`src/rtl/map_pkg.sv`:
```
// Shared tile-map types, level ROM base table and loader state encoding.
// Latency: n/a (declarations only).
// Backpressure: n/a.
package map_pkg;

   typedef enum logic [1:0] {
      TILE_BG    = 2'b00,
      TILE_BLOCK = 2'b01,
      TILE_SPIKE = 2'b10,
      TILE_CHECK = 2'b11
   } tile_t;

   typedef enum logic [1:0] {
      DIR_UP    = 2'b00,
      DIR_RIGHT = 2'b01,
      DIR_LEFT  = 2'b10,
      DIR_DOWN  = 2'b11
   } spike_dir_t;

   localparam int NUM_CELLS = 300;
   localparam int MAP_COLS  = 20;
   localparam int MAP_ROWS  = 15;

   // First record address of each level; entry 3 is the invalid level.
   localparam logic [9:0] LEVEL_BASE [0:3] = '{10'd0, 10'd256, 10'd512, 10'd768};

   typedef enum logic [2:0] {
      ST_IDLE,
      ST_FETCH,
      ST_LATCH,
      ST_RUN,
      ST_DONE
   } ld_state_t;

   // Direction only means something on a spike; every other tile stores 00.
   function automatic logic [3:0] cell_word(tile_t t, spike_dir_t d);
      return {t, (t == TILE_SPIKE) ? d : DIR_UP};
   endfunction

endpackage

```
`src/rtl/map_loader_if.sv`:
```
// Load request, level ROM, tile RAM write and status bundle of the map loader.
// Latency: n/a (wiring only).
// Backpressure: none; the tile RAM always accepts and the ROM answers next cycle.
interface map_loader_if #(
   parameter int ROM_AW = 10
);
   logic              load_req;
   logic [1:0]        load_level;
   logic [ROM_AW-1:0] rom_addr;
   logic [7:0]        rom_data;
   logic              wr_en;
   logic [8:0]        wr_addr;
   logic [3:0]        wr_data;
   logic              busy;
   logic              done;
   logic              err;

   // Game-state logic / ROM / RAM side.
   modport master (
      output load_req, load_level, rom_data,
      input  rom_addr, wr_en, wr_addr, wr_data, busy, done, err
   );

   // Loader side.
   modport slave (
      input  load_req, load_level, rom_data,
      output rom_addr, wr_en, wr_addr, wr_data, busy, done, err
   );
endinterface

```
`src/rtl/map_loader.sv`:
```
// Decodes RLE level records from the level ROM into one tile RAM write per clock.
// Latency: 2+len cycles per record, first FETCH the cycle after load_req is taken.
// Backpressure: none; load_req is only sampled in IDLE and ignored otherwise.
module map_loader #(
   parameter int ROM_AW    = 10,
   parameter int NUM_CELLS = 300
) (
   input logic         Clk,
   input logic         Reset_n,
   map_loader_if.slave bus
);
   import map_pkg::tile_t;
   import map_pkg::spike_dir_t;
   import map_pkg::ld_state_t;
   import map_pkg::LEVEL_BASE;
   import map_pkg::cell_word;
   import map_pkg::ST_IDLE;
   import map_pkg::ST_FETCH;
   import map_pkg::ST_LATCH;
   import map_pkg::ST_RUN;
   import map_pkg::ST_DONE;
   import map_pkg::TILE_BG;
   import map_pkg::DIR_UP;

   localparam logic [8:0] LAST_CELL = 9'(NUM_CELLS - 1);

   ld_state_t         state;
   logic [8:0]        cell_cnt;
   logic [ROM_AW-1:0] rom_ptr;    // wraps modulo 2^ROM_AW
   tile_t             run_tile;
   spike_dir_t        run_dir;
   logic [3:0]        run_left;   // cells remaining in the run after the current one
   logic              overrun;
   logic              inv_err;    // one-cycle flag for a request of level 11

   // Loader FSM: record fetch, decode and run expansion.
   always_ff @(posedge Clk or negedge Reset_n) begin
      if (!Reset_n) begin
         state    <= ST_IDLE;
         cell_cnt <= '0;
         rom_ptr  <= '0;
         run_tile <= TILE_BG;
         run_dir  <= DIR_UP;
         run_left <= '0;
         overrun  <= 1'b0;
         inv_err  <= 1'b0;
      end else begin
         inv_err <= 1'b0;
         case (state)
            ST_IDLE: begin
               if (bus.load_req) begin
                  if (bus.load_level == 2'b11) begin
                     inv_err <= 1'b1;
                  end else begin
                     state    <= ST_FETCH;
                     rom_ptr  <= ROM_AW'(LEVEL_BASE[bus.load_level]);
                     cell_cnt <= '0;
                     overrun  <= 1'b0;
                  end
               end
            end
            ST_FETCH: begin
               state <= ST_LATCH;
            end
            ST_LATCH: begin
               run_tile <= tile_t'(bus.rom_data[7:6]);
               run_dir  <= spike_dir_t'(bus.rom_data[5:4]);
               run_left <= bus.rom_data[3:0];
               rom_ptr  <= rom_ptr + 1'b1;
               state    <= ST_RUN;
            end
            ST_RUN: begin
               if (cell_cnt == LAST_CELL) begin
                  // Map full: any cells left in this run are dropped.
                  state   <= ST_DONE;
                  overrun <= (run_left != 4'd0);
               end else begin
                  cell_cnt <= cell_cnt + 9'd1;
                  if (run_left == 4'd0) begin
                     state <= ST_FETCH;
                  end else begin
                     run_left <= run_left - 4'd1;
                  end
               end
            end
            ST_DONE: begin
               state <= ST_IDLE;
            end
            default: begin
               state <= ST_IDLE;
            end
         endcase
      end
   end

   // Outputs decode from registered state only.
   always_comb begin
      bus.rom_addr = rom_ptr;
      bus.wr_en    = (state == ST_RUN);
      bus.wr_addr  = (state == ST_RUN) ? cell_cnt : 9'd0;
      bus.wr_data  = (state == ST_RUN) ? cell_word(run_tile, run_dir) : 4'd0;
      bus.busy     = (state == ST_FETCH) || (state == ST_LATCH) || (state == ST_RUN);
      bus.done     = (state == ST_DONE);
      bus.err      = inv_err || ((state == ST_DONE) && overrun);
   end

endmodule

```
`src/flat_wrapper.sv`:
```
// flat-port wrapper written by rule: the top's interface ports become plain ports
module map_loader_flat import map_pkg::tile_t; import map_pkg::spike_dir_t; import map_pkg::ld_state_t; import map_pkg::LEVEL_BASE; import map_pkg::cell_word; import map_pkg::ST_IDLE; import map_pkg::ST_FETCH; import map_pkg::ST_LATCH; import map_pkg::ST_RUN; import map_pkg::ST_DONE; import map_pkg::TILE_BG; import map_pkg::DIR_UP;
#(
   parameter int ROM_AW    = 10,
   parameter int NUM_CELLS = 300
)
  (Clk, Reset_n, bus_load_req, bus_load_level, bus_rom_data, bus_rom_addr, bus_wr_en, bus_wr_addr, bus_wr_data, bus_busy, bus_done, bus_err);
  map_loader_if #(.ROM_AW(ROM_AW)) bus_i ();
  input logic Clk;
  input logic Reset_n;
  input wire logic [$bits(bus_i.load_req)-1:0] bus_load_req;
  input wire logic [$bits(bus_i.load_level)-1:0] bus_load_level;
  input wire logic [$bits(bus_i.rom_data)-1:0] bus_rom_data;
  output wire logic [$bits(bus_i.rom_addr)-1:0] bus_rom_addr;
  output wire logic [$bits(bus_i.wr_en)-1:0] bus_wr_en;
  output wire logic [$bits(bus_i.wr_addr)-1:0] bus_wr_addr;
  output wire logic [$bits(bus_i.wr_data)-1:0] bus_wr_data;
  output wire logic [$bits(bus_i.busy)-1:0] bus_busy;
  output wire logic [$bits(bus_i.done)-1:0] bus_done;
  output wire logic [$bits(bus_i.err)-1:0] bus_err;
  assign bus_i.load_req = bus_load_req;
  assign bus_i.load_level = bus_load_level;
  assign bus_i.rom_data = bus_rom_data;
  assign bus_rom_addr = bus_i.rom_addr;
  assign bus_wr_en = bus_i.wr_en;
  assign bus_wr_addr = bus_i.wr_addr;
  assign bus_wr_data = bus_i.wr_data;
  assign bus_busy = bus_i.busy;
  assign bus_done = bus_i.done;
  assign bus_err = bus_i.err;
  map_loader #(.ROM_AW(ROM_AW), .NUM_CELLS(NUM_CELLS)) u_core (.Clk(Clk), .Reset_n(Reset_n), .bus(bus_i));
endmodule
```
`config.mk`:
```
export PLATFORM = sky130hd
export DESIGN_NAME = map_loader_flat
export DESIGN_NICKNAME = d
export VERILOG_FILES = /design/src/rtl/map_pkg.sv /design/src/rtl/map_loader_if.sv /design/src/rtl/map_loader.sv /design/src/flat_wrapper.sv
export SDC_FILE = /design/constraint.sdc
export NUM_CORES = 1
export LEC_CHECK = 0
export CAP_MARGIN = 20
export CORE_MARGIN = 2
export CORE_UTILIZATION = 54
export CTS_BUF_LIST = sky130_fd_sc_hd__clkbuf_8 sky130_fd_sc_hd__clkbuf_16
export CTS_CLUSTER_DIAMETER = 150
export DETAILED_ROUTE_END_ITERATION = 10
export GPL_TIMING_DRIVEN = 0
export PLACE_DENSITY = 0.85
export SYNTH_ARGS = -nofsm -noshare
export SYNTH_HDL_FRONTEND = slang
export SYNTH_SLANG_ARGS = --single-unit
```
`constraint.sdc`:
```
create_clock -name Clk -period 3.7 [get_ports Clk]
set_clock_uncertainty 0.1 [all_clocks]
set_input_delay 1.11 -clock Clk [delete_from_list [all_inputs] [get_ports Clk]]
set_output_delay 1.11 -clock Clk [all_outputs]
set_load 0.03 [all_outputs]
```
# [Yosys cells after proc, flatten, opt, wreduce, memory -nomap -nowiden]
# Index checks and enable logic that the tools add are counted.
[word_totals] input_bits=13 reg_bits=32 out_inout_bits=27
[classes] muxes=28 bitwise_logic=1 reduce_logical=15 n_lt_le_gt_ge=1 eq_ne=13 add_sub_neg=3
[ops] op="2-to-1 mux 10 bit" count=4
[ops] op="2-to-1 mux 9 bit" count=4
[ops] op="binary-select mux 10 bit (select 2 bit)" count=1
[ops] op="one-hot mux 10 bit (2 select lines)" count=1
[ops] op="one-hot mux 9 bit (2 select lines)" count=1
[ops] op="2-to-1 mux 3 bit" count=4
[ops] op="2-to-1 mux 4 bit" count=3
[ops] op="one-hot mux 3 bit (4 select lines)" count=1
[ops] op="adder 10 x 1 -> 10 bit (second input constant)" count=1
[ops] op="adder 9 x 1 -> 9 bit (second input constant)" count=1
[ops] op="equality test 9 bit (second input constant)" count=1
[ops] op="AND reduction 3 bit" count=3
[ops] op="inequality test 2 bit (second input constant)" count=4
[ops] op="one-hot mux 4 bit (2 select lines)" count=1
[ops] op="AND reduction 4 bit" count=2
[ops] op="equality test 3 x 2 -> 1 bit (second input constant)" count=2
[ops] op="2-to-1 mux 1 bit" count=6
[ops] op="nonzero test 2 bit" count=3
[ops] op="equality test 2 bit (second input constant)" count=2
[ops] op="zero test 4 bit" count=1
[ops] op="nonzero test 4 bit" count=1
[ops] op="subtractor 4 x 1 -> 4 bit (second input constant)" count=1
[ops] op="equality test 3 x 1 -> 1 bit (second input constant)" count=1
[ops] op="equality test 3 bit (second input constant)" count=1
[ops] op="other kinds (9)" count=11

# [Logic depth before layout (Yosys ltp)]
# Gate-level depths: netlist (run 1).
[depth] word_depth=7 depth_mapped=6 mapped_depth_nobuf=6

# [Worst setup path before layout (run 1)]
# No wires, ideal clock.
[synth_path] path_kind="register -> output" from="reg u_core.state[2]" to="out bus_wr_data[0]" path_stages_with_launch=6 required_ps=2490 arrival_time_ps=1875 slack_ps=615 cell_sequence="dfrtp_1 -> nand3b_1 -> inv_1 -> clkbuf_1 -> nand2_1 -> nor3b_1"
[synth_between] elab_chain_len=2
[synth_rtl] item="from (decl)" line="map_loader.sv:27" source="ld_state_t state;"
[synth_rtl] item="from (signal assigned)" line="map_loader.sv:39" source="state <= ST_IDLE;"
[synth_rtl] item="from (signal assigned)" line="map_loader.sv:55" source="state <= ST_FETCH;"
[synth_rtl] item="from (signal assigned)" line="map_loader.sv:63" source="state <= ST_LATCH;"
[synth_rtl] item="equality test 3 x 2 -> 1 bit" line="map_loader.sv:101" source="bus.wr_data = (state == ST_RUN) ? cell_word(run_tile, run_dir) : 4'd0;"
[synth_rtl] item="2-to-1 mux 4 bit" line="map_loader.sv:101"
[synth_rtl] item="to (decl)" line="flat_wrapper.sv:17" source="output wire logic [$bits(bus_i.wr_data)-1:0] bus_wr_data;"
# No other way between the ends.

# [Final worst setup path (run 1)]
[layout_path] from="reg u_core.state[2]" to="out bus_wr_data[3]"
# Same word-level chain as after synthesis.

==> metrics.cfg, run 1 <==
[status]
status=completed

[placed_design]
dp_cells=281
hpwl_mm=2.83
place_area_sq_um=2220
routabilityCongestion=0.934
portBuffers=39
place_ws_ps=174

[drt]
antenna_left=0
num_vias=1643
drt-total-wl_mm=4.07
drtIter0Drc=103
remaining_drc_errors=0
drt_first_pass_iters=4
wl_per_cell_microns=14.1
vias_per_cell=5.69

[worst_setup_path]
r2r-end=u_core.run_left[1]$_DFFE_PN0P_
crit_start=u_core.state[2]$_DFFE_PN0P_
worstPathRequired_ps=2490
reg2reg_setup_slack_ps=1700
crit_fanout=10
path_cells=nand3b_1 -> inv_1 -> clkbuf_2 -> nand2_1 -> inv_1 -> clkdlybuf4s50_1
critical_path_class=reg -> out
crit_path_max_incr_delay_ps=660
cp-endpoint=bus_wr_data[3]
start_kind=flip-flop
r2r_start=u_core.cell_cnt[2]$_DFFE_PN0P_
worstRegToRegCells=5
cp_slowest_cell=clkdlybuf4s50_1
path_common_cell=inv_1
cp.arrival_ps=2250
endpoint_kind=primary output

[sta]
min_period_ps=3460
fin_ws_ps=238
relSlewSlack_pct=52.5
fin_crit_sh_pct=93.6
setup_violations=0
worstMarginPinSlew_ps=712
max_freq_mhz=289
fin_tns_setup_ps=0
slew_viol_final=0
rsz0062_at_grt=false
hold_viol=0

[floorplanning]
die_x_microns=61.3
fp.dieH_microns=61.3
io_pins=40
row_count=20
start_util_pct=57.2
core_sq_um=3100
dieArea_sq_um=3760

[run]
maxCapViolations=0

[power]
switching_power_mw=0.848
p_clk_share_pct=14.5
seqPwrFrac_pct=33.4
p_int_mw=1.03
p_per_area_nw_per_um2=815
power_mw=1.88
vdd_drop_max_uv=474
swShare_pct=45.0
comb_power_share_pct=52.1
cellLeakagePower_nw=1.06

[grt]
overflow=0
grt_pass1_wl_mm=6.87
antenna_found_initial=0
grt_use_total_pct=24.8
grt_pass1_vias=1535
grt_max_degree=33

[synthesis]
ys_types=45
synth_ff_type=dfrtp_1
synth_top_family_by_area=simple AND/OR/NAND/NOR gates
synthAdderAreaFrac_pct=2.11
synthesis.area_sq_um=1780
avgSynthCellArea_sq_um=8.97
synth_edf_count=0
synth_xor_area_share_pct=0.987
ys_ff_latch=32
synthSimpleGateAreaFrac_pct=26.8
muxShareOfSynthArea_pct=1.20
async_flop_share_pct=100
ys_warn_count=0
yosysSeqAreaShare_pct=45.1
syn_nets=214
synthCells=198
synth-compound-area-share_pct=19.6

[finish]
layoutNonFillerInstCount=289
diodes=0
finalNetCount=260
fill_cells=265
drive_above_1_share_pct=9.39
postLayoutCellArea_sq_um=2310
syn_to_final_growth_pct=30.1

[cts]
htreeDepth=2
clockRootBuffer=clkbuf_8
cts_setup_buffers=0
worstSkewPairLatency_ps=280
clock_path_buffers=2
numClockSinks=32
numCtsBuffers=5
cts_tree=yes
clk_pin_slew_ps=60

[hold_path]
min_from=u_core.run_dir[0]$_DFFE_PN0P_
hold_class=reg -> reg

cell usage in the layout, fill, tap and decap left out, drive strengths merged, types with 3 or more instances in the layout:
master         instances
ha                     3
and3                   4
o211ai                 3
and4                   3
nor2                  14
nand2b                 3
a21oi                 11
nand2                 25
and2                  13
a31oi                  8
clkbuf                11
nor3b                  3
dfrtp                 32
clkdlybuf4s50         36
o21ai                 20
buf                    5
nand3                  9
inv                    8
nand4                  4
worst min path at each step:
stage / end / cells past startpoint
detailed placement: u_core.run_dir[0]$_DFFE_PN0P_ / 2
global placement: u_core.run_dir[1]$_DFFE_PN0P_ / 2
floorplan: u_core.run_dir[0]$_DFFE_PN0P_ / 2
global route: u_core.run_tile[1]$_DFFE_PN0P_ / 2
finish: u_core.run_dir[0]$_DFFE_PN0P_ / 2
CTS: u_core.run_dir[0]$_DFFE_PN0P_ / 2
layout make-up:
| type | count | area [sq um] | share of cell area, % |
|---|---|---|---|
| Multi-Input combinational cell | 151 | 901 | 39.0 |
| Clock inverter | 2 | 7.51 | 0.325 |
| Timing Repair Buffer | 39 | 387 | 16.7 |
| Clock buffer | 6 | 82.6 | 3.58 |
| Tap cell | 44 | 55.1 | 2.38 |
| Buffer | 9 | 53.8 | 2.33 |
| Inverter | 6 | 22.5 | 0.975 |
| Sequential cell | 32 | 801 | 34.7 |
logic make-up after synthesis:
group | count (synthesis)
AOI/OAI and AO/OA | 55
xor gates and xnor gates | 2
adders and majority gates | 3
buffers and inverters | 15
DFF | 32
muxes | 2
and+or+nand+nor | 89
power groups by stage:
stage,Sequential [mW],Clock (mW),Combinational (mW)
floorplan,0.652,0,0.630
global placement,0.626,0,0.959
detailed placement,0.629,0,0.976
CTS,0.625,0.275,0.983
global route,0.652,0.294,1.09
finish,0.629,0.273,0.980
worst max-delay path, delay by kind of cell (launching register included):
kind                   cells  cell delay (ps)
buffers and inverters      4             1130
flip-flops                 1              430
AND/OR/NAND/NOR            2              410
routing by layer:
metal  vias up  wire length (microns)  part of all wire (%)  global-route usage, %
met4         0                     72                   1.8                   11.6
met5         -                      0                     0                      0
li1        811                      -                     -                      -
met3        10                    243                   6.0                   6.09
met2        54                   1940                    48                   38.9
met1       768                   1820                    45                   32.4
flip-flops by register name (all words and copies together), names as in the netlist:
| signal | count |
|---|---|
| u_core.bus.rom_addr | 10 |
| u_core.cell_cnt | 9 |
| u_core.run_left | 4 |
| u_core.state | 3 |
| u_core.run_dir | 2 |
| u_core.run_tile | 2 |
| u_core.inv_err | 1 |
| u_core.overrun | 1 |
timing repair:
item,4_1_cts,5_1_grt
endpoints found under the setup margin,2,9
hold buffers,0,0
gates resized for setup,2,3
cells in the mapped netlist, types with 3 or more instances:
cell	number	area, sq um
o211ai_1	3	22.5
inv_1	6	22.5
clkbuf_1	5	18.8
and3_1	3	18.8
o21ai_0	19	95.1
nand3_1	9	45.0
nor2_1	12	45.0
and2_1	12	75.1
ha_1	3	37.5
nand2b_1	3	18.8
nor3b_1	3	22.5
a21oi_1	10	50.1
nand2_1	25	93.8
nand4_1	4	25.0
dfrtp_1	32	801
and4_1	3	26.3
a31oi_1	8	50.1
stage by stage:
| stage | hold WS [ps] | util, % |
|---|---|---|
| CTS | 374 | 74.3 |
| detailed placement | 358 | 71.4 |
| finish | 371 | 74.4 |
| floorplan | 338 | - |
| global placement | 352 | 71.6 |
| global route | 401 | 74.4 |
Power figures use the tool's default switching activity.
==> run 2, diff against run 1 <==
--- a/config.mk
+++ b/config.mk
@@ -12,7 +12,7 @@
 export CTS_CLUSTER_DIAMETER = 150
 export DETAILED_ROUTE_END_ITERATION = 10
 export GPL_TIMING_DRIVEN = 0
-export PLACE_DENSITY = 0.85
+export PLACE_DENSITY = 0.94
 export SYNTH_ARGS = -nofsm -noshare
 export SYNTH_HDL_FRONTEND = slang
 export SYNTH_SLANG_ARGS = --single-unit
==> run 2 against run 1 <==
Register-to-register slack barely moved; clock-buffer cell count up 1; critical path depth unchanged; via count grew 3.9%; global-route usage up 1.5 points; wire length grew 4.0%; final cell count unchanged; hold slack better by 14 ps; sequential cell count unchanged; cell area grew 1.7%; sequential power increased by 0.6%; maximum frequency fell by 1.7%; critical endpoint unchanged; highest routed layer unchanged.
==> metrics.cfg, run 2 (synthesized netlist as in run 1, its figures left out) <==
[worst_setup_path]
worstPathRequired_ps=2490  ; about the same
critical_path_class=reg -> out  ; unchanged
start_kind=flip-flop  ; unchanged
cp.arrival_ps=2310  ; was 2250 ps
endpoint_kind=primary output  ; unchanged
crit_fanout=10  ; unchanged

[power]
p_per_area_nw_per_um2=821  ; was 815 nW/um^2
vdd_drop_max_uv=486  ; was 474 uV
cellLeakagePower_nw=1.07  ; was 1.06 nW

[cts]
htreeDepth=2  ; unchanged
clockRootBuffer=clkbuf_8  ; unchanged
numCtsBuffers=5  ; unchanged
cts_tree=yes  ; unchanged
worstSkewPairLatency_ps=290  ; was 280 ps
cts_hold_buf=0  ; unchanged
numClockSinks=32  ; unchanged
clock_path_buffers=2  ; unchanged
clk_pin_slew_ps=70  ; was 60 ps

[floorplanning]
die_x_microns=61.3  ; unchanged
start_util_pct=57.2  ; unchanged
fp.dieH_microns=61.3  ; unchanged
io_pins=40  ; unchanged
dieArea_sq_um=3760  ; unchanged
core_sq_um=3100  ; unchanged
row_count=20  ; unchanged

[status]
status=completed  ; unchanged

[run]
maxCapViolations=0  ; unchanged

[grt]
grt_max_degree=18  ; was 33
antenna_found_initial=0  ; unchanged
grt_use_total_pct=26.2  ; was 24.8%
grt_pass1_wl_mm=7.20  ; was 6.87 mm
grt_pass1_vias=1577  ; was 1535
overflow=0  ; unchanged

[finish]
drive_above_1_share_pct=9.80  ; was 9.39%
largest_reg_flops=10  ; unchanged
fill_cells=242  ; was 265
syn_to_final_growth_pct=32.3  ; was 30.1%
finalNetCount=261  ; was 260
final_cell_mix=37 x clkdlybuf4s50_1, 32 x dfrtp_1, 25 x nand2_1  ; was 36 x clkdlybuf4s50_1, 32 x dfrtp_1, 25 x nand2_1
layout_commonest_cell=clkdlybuf4s50_1  ; unchanged
final_util_pct=75.7  ; was 74.4%
diodes=0  ; unchanged

[sta]
min_period_ps=3520  ; was 3460 ps
worstMarginPinSlew_ps=813  ; was 712 ps
fin_tns_setup_ps=0  ; unchanged
setup_violations=0  ; unchanged
max_freq_mhz=284  ; was 289 MHz
rsz0062_at_grt=false  ; unchanged
fin_crit_sh_pct=95.1  ; was 93.6%
relSlewSlack_pct=45.6  ; was 52.5%
slew_viol_final=0  ; unchanged
hold_viol=0  ; unchanged

[drt]
drt_first_pass_iters=4  ; unchanged
antenna_left=0  ; unchanged
drt-total-wl_mm=4.23  ; was 4.07 mm
num_vias=1707  ; was 1643
vias_per_cell=5.91  ; was 5.69
drtIter0Drc=98  ; was 103
remaining_drc_errors=0  ; unchanged
wl_per_cell_microns=14.6  ; was 14.1 microns

[placed_design]
hpwl_mm=3.10  ; was 2.83 mm
routabilityCongestion=0.839  ; was 0.934
portBuffers=39  ; unchanged

[hold_path]
hold_class=reg -> reg  ; unchanged

## run 2: cell types whose count changed in the layout (fill, tap and decap cells not counted)
cell / delta
buf_16: +1
buf_2: -1
clkbuf_8: +1
clkdlybuf4s50_1: +1
inv_1: -2
## run 2: what timing repair did
action | CTS | global route
buffers inserted | 0 | 0
endpoints found under the setup margin | 2 | 9
endpoints found under the hold margin | 0 | 0
resized for setup | 2 | 3
## run 2: cell type report
| class | instances | area, sq um | area share [%] |
|---|---|---|---|
| Buffer | 9 | 53.8 | 2.29 |
| Inverter | 6 | 22.5 | 0.959 |
| Timing Repair Buffer | 40 | 419 | 17.8 |
| Multi-Input combinational cell | 151 | 901 | 38.4 |
| Sequential cell | 32 | 801 | 34.1 |
| Clock buffer | 7 | 96.3 | 4.10 |
| Tap cell | 44 | 55.1 | 2.34 |
## run 2: metal layers
layer  GRT usage (%)  wire, microns
met2            41.2           2120
met4            10.0             53
met3            7.98            234
met5               0              0
met1            34.4           1820
## run 2: through the flow
| step | cell area [sq um] | total power, mW | setup slack [ps] | std cells | hold WS, ps |
|---|---|---|---|---|---|
| finish | 2350 | 1.93 | 180 | 289 | 385 |
| global placement | 2220 | 1.58 | 167 | 281 | 353 |
| detailed placement | 2250 | 1.63 | 150 | 282 | 363 |
| floorplan | 1780 | 1.28 | 615 | 198 | 338 |
| global route | 2350 | 2.07 | 33.3 | 289 | 424 |
| CTS | 2340 | 1.93 | 11.8 | 289 | 399 |
## run 2: critical path: stages, from the launching register on
cell and delay [ps]:
dfrtp_1 440, nand3b_1 310, inv_1 170, clkbuf_2 240
nand2_1 130, inv_1 70, clkdlybuf4s50_1 660
## run 2: path summary, 6_finish.rpt
check	start	end	slack [ps]	depth (start not counted)
max	u_core.state[2]$_DFFE_PN0P_	bus_wr_data[3]	180	6
max in group asynchronous	Reset_n	u_core.run_left[2]$_DFFE_PN0P_	1750	2
min in group asynchronous	Reset_n	u_core.bus.rom_addr[7]$_DFFE_PN0P_	1190	1
max reg2reg	u_core.cell_cnt[2]$_DFFE_PN0P_	u_core.run_left[1]$_DFFE_PN0P_	1700	5
min reg2reg	u_core.run_dir[0]$_DFFE_PN0P_	u_core.run_dir[0]$_DFFE_PN0P_	390	2
min	u_core.run_dir[0]$_DFFE_PN0P_	u_core.run_dir[0]$_DFFE_PN0P_	390	2
## run 2: report_power, final
| part | total, mW | switching [mW] | internal, mW | leakage, nW |
|---|---|---|---|---|
| sequential | 0.633 | 0.154 | 0.479 | 0.414 |
| clock | 0.294 | 0.129 | 0.166 | 0.0503 |
| combinational | 1.00 | 0.587 | 0.414 | 0.609 |
| total | 1.93 | 0.870 | 1.06 | 1.07 |
==> run 3, diff against run 2 <==
--- a/config.mk
+++ b/config.mk
@@ -7,12 +7,12 @@
 export LEC_CHECK = 0
 export CAP_MARGIN = 20
 export CORE_MARGIN = 2
-export CORE_UTILIZATION = 54
+export CORE_UTILIZATION = 30
 export CTS_BUF_LIST = sky130_fd_sc_hd__clkbuf_8 sky130_fd_sc_hd__clkbuf_16
 export CTS_CLUSTER_DIAMETER = 150
 export DETAILED_ROUTE_END_ITERATION = 10
 export GPL_TIMING_DRIVEN = 0
-export PLACE_DENSITY = 0.94
+export PLACE_DENSITY = 0.61
 export SYNTH_ARGS = -nofsm -noshare
 export SYNTH_HDL_FRONTEND = slang
 export SYNTH_SLANG_ARGS = --single-unit
==> run 3 against run 2 <==
Register-to-register slack about the same; combinational power about the same; core utilization decreased by 35 points; worst setup slack improved by 32 ps; sequential share of layout area increased by 0.13 points; hold slack got worse by 5.9 ps; clock-buffer cell count decreased by 2; sequential power about the same; die area increased by 74%; critical path depth unchanged; first-iteration DRC count increased by 11%; global-route usage decreased by 12 points; highest routed layer unchanged.
==> metrics.cfg, run 3 (synthesized netlist as in run 1, its figures left out) <==
[status]
status=completed  ; unchanged

[worst_setup_path]
worstPathRequired_ps=2490  ; about the same
cpLargestDelayFamily=buffers and inverters  ; unchanged
crit_buf_inv=4  ; unchanged
crit_fanout=10  ; unchanged
path_common_cell=inv_1  ; unchanged
start_kind=flip-flop  ; unchanged
critical_path_class=reg -> out  ; unchanged
cp.arrival_ps=2280  ; was 2310 ps
path_cells=nand3b_1 -> inv_1 -> clkbuf_2 -> nand2_1 -> inv_1 -> clkdlybuf4s50_1  ; unchanged
endpoint_kind=primary output  ; unchanged
cp_slowest_cell=clkdlybuf4s50_1  ; unchanged
crit_path_max_incr_delay_ps=660  ; about the same

[drt]
remaining_drc_errors=0  ; unchanged
antenna_left=0  ; unchanged
drtIter0Drc=109  ; was 98
drt-total-wl_mm=4.35  ; was 4.23 mm
drt_first_pass_iters=4  ; unchanged
vias_per_cell=5.04  ; was 5.91
num_vias=1608  ; was 1707
wl_per_cell_microns=13.6  ; was 14.6 microns

[sta]
fin_tns_setup_ps=0  ; unchanged
worstMarginPinSlew_ps=720  ; was 813 ps
slew_viol_final=0  ; unchanged
max_freq_mhz=287  ; was 284 MHz
fin_crit_sh_pct=94.3  ; was 95.1%
relSlewSlack_pct=52.0  ; was 45.6%
hold_viol=0  ; unchanged
setup_violations=0  ; unchanged
rsz0062_at_grt=false  ; unchanged
min_period_ps=3490  ; was 3520 ps

[cts]
worstSkewPairLatency_ps=280  ; was 290 ps
clock_path_buffers=2  ; unchanged
clockRootBuffer=clkbuf_8  ; unchanged
cts_setup_buffers=0  ; unchanged
numCtsBuffers=5  ; unchanged
numClockSinks=32  ; unchanged
cts_tree=yes  ; unchanged
clk_pin_slew_ps=70  ; about the same
htreeDepth=2  ; unchanged

[placed_design]
routabilityCongestion=0.849  ; was 0.839
portBuffers=39  ; unchanged
hpwl_mm=3.15  ; was 3.10 mm

[grt]
antenna_found_initial=0  ; unchanged
grt_max_degree=33  ; was 18
grtUsageMet3_pct=3.78  ; was 7.98%
overflow=0  ; unchanged
use_met1_pct=19.2  ; was 34.4%
grt_pass1_wl_mm=7.29  ; was 7.20 mm
gr-usage-met2_pct=22.9  ; was 41.2%
grt_use_total_pct=14.4  ; was 26.2%
gr-max-usage-layer=met2  ; unchanged
grt_pass1_vias=1558  ; was 1577

[hold_path]
hold_class=reg -> reg  ; unchanged

[floorplanning]
core_sq_um=5820  ; was 3100 sq um
row_count=28  ; was 20
dieArea_sq_um=6550  ; was 3760 sq um
start_util_pct=30.5  ; was 57.2%
die_x_microns=80.9  ; was 61.3 microns
io_pins=40  ; unchanged
fp.dieH_microns=80.9  ; was 61.3 microns

[finish]
final_cell_mix=36 x clkdlybuf4s50_1, 32 x dfrtp_1, 25 x nand2_1  ; was 37 x clkdlybuf4s50_1, 32 x dfrtp_1, 25 x nand2_1
drive_above_1_share_pct=9.43  ; was 9.80%
syn_to_final_growth_pct=31.8  ; was 32.3%
fill_cells=635  ; was 242
layout_commonest_cell=clkdlybuf4s50_1  ; unchanged
largest_reg_flops=10  ; unchanged
finalNetCount=260  ; was 261
diodes=0  ; unchanged
final_util_pct=40.2  ; was 75.7%

[power]
power_mw=1.87  ; was 1.93 mW
cellLeakagePower_nw=1.07  ; about the same
p_per_area_nw_per_um2=799  ; was 821 nW/um^2
vdd_drop_max_uv=378  ; was 486 uV

[run]
maxCapViolations=0  ; unchanged

-- run 3: cell count changes in the layout (fill, tap and decap cells not counted) --
| cell | change |
|---|---|
| clkbuf_8 | -2 |
| buf_16 | -1 |
| buf_2 | +1 |
| clkdlybuf4s50_1 | -1 |
| clkinv_2 | +1 |
| dlygate4sd2_1 | -1 |
| dlymetal6s2s_1 | +1 |
| inv_1 | +1 |
-- run 3: final cells by class --
class	instances	area (sq um)	share of cell area, %
buffer	9	53.8	2.30
clock buffer	5	68.8	2.94
clock inverter	2	8.76	0.374
inverter	6	22.5	0.963
multi-input combinational	151	901	38.5
sequential	32	801	34.2
tap	75	93.8	4.01
timing repair buffer	39	390	16.7
-- run 3: worst min-delay path, cell delays in order (launching register included) --
cell	delay [ps]
dfrtp_1	350
nand2_1	50
nand2_1	50
-- run 3: path summary, 6_finish.rpt --
check | startpoint | to | slack (ps) | depth (start not counted)
min in group asynchronous | Reset_n | u_core.bus.rom_addr[6]$_DFFE_PN0P_ | 780 | 1
max in group asynchronous | Reset_n | u_core.run_dir[0]$_DFFE_PN0P_ | 2260 | 1
hold reg to reg | u_core.run_dir[1]$_DFFE_PN0P_ | u_core.run_dir[1]$_DFFE_PN0P_ | 380 | 2
setup reg to reg | u_core.cell_cnt[2]$_DFFE_PN0P_ | u_core.run_left[1]$_DFFE_PN0P_ | 1700 | 5
hold / removal | u_core.run_dir[1]$_DFFE_PN0P_ | u_core.run_dir[1]$_DFFE_PN0P_ | 380 | 2
setup / recovery | u_core.state[2]$_DFFE_PN0P_ | bus_wr_data[3] | 210 | 6
-- run 3: timing repair --
action | in CTS | in global routing
pin swaps | 0 | 0
hold buffers | 0 | 0
resized for setup | 1 | 4
endpoints found under the setup margin | 2 | 11
cloned | 0 | 0
-- run 3: layer usage --
| layer | share of wire [%] | up-vias |
|---|---|---|
| met5 | 0 | - |
| met3 | 4.4 | 5 |
| li1 | - | 804 |
| met1 | 49 | 761 |
| met2 | 46 | 38 |
| met4 | 0.83 | 0 |
-- run 3: power breakdown --
group / switching (mW) / internal (mW) / leakage (nW)
sequential: 0.151 / 0.479 / 0.414
combinational: 0.575 / 0.411 / 0.610
clock: 0.129 / 0.125 / 0.0452
-- run 3: stage by stage --
step | std cells | hold WS (ps) | setup slack, ps | cell area (sq um)
after floorplan | 198 | 338 | 615 | 1780
after global placement | 312 | 353 | 126 | 2260
after detailed placement | 312 | 360 | 147 | 2250
after CTS | 319 | 376 | 5.47 | 2330
after global routing | 319 | 420 | 13.9 | 2340
final | 319 | 379 | 212 | 2340
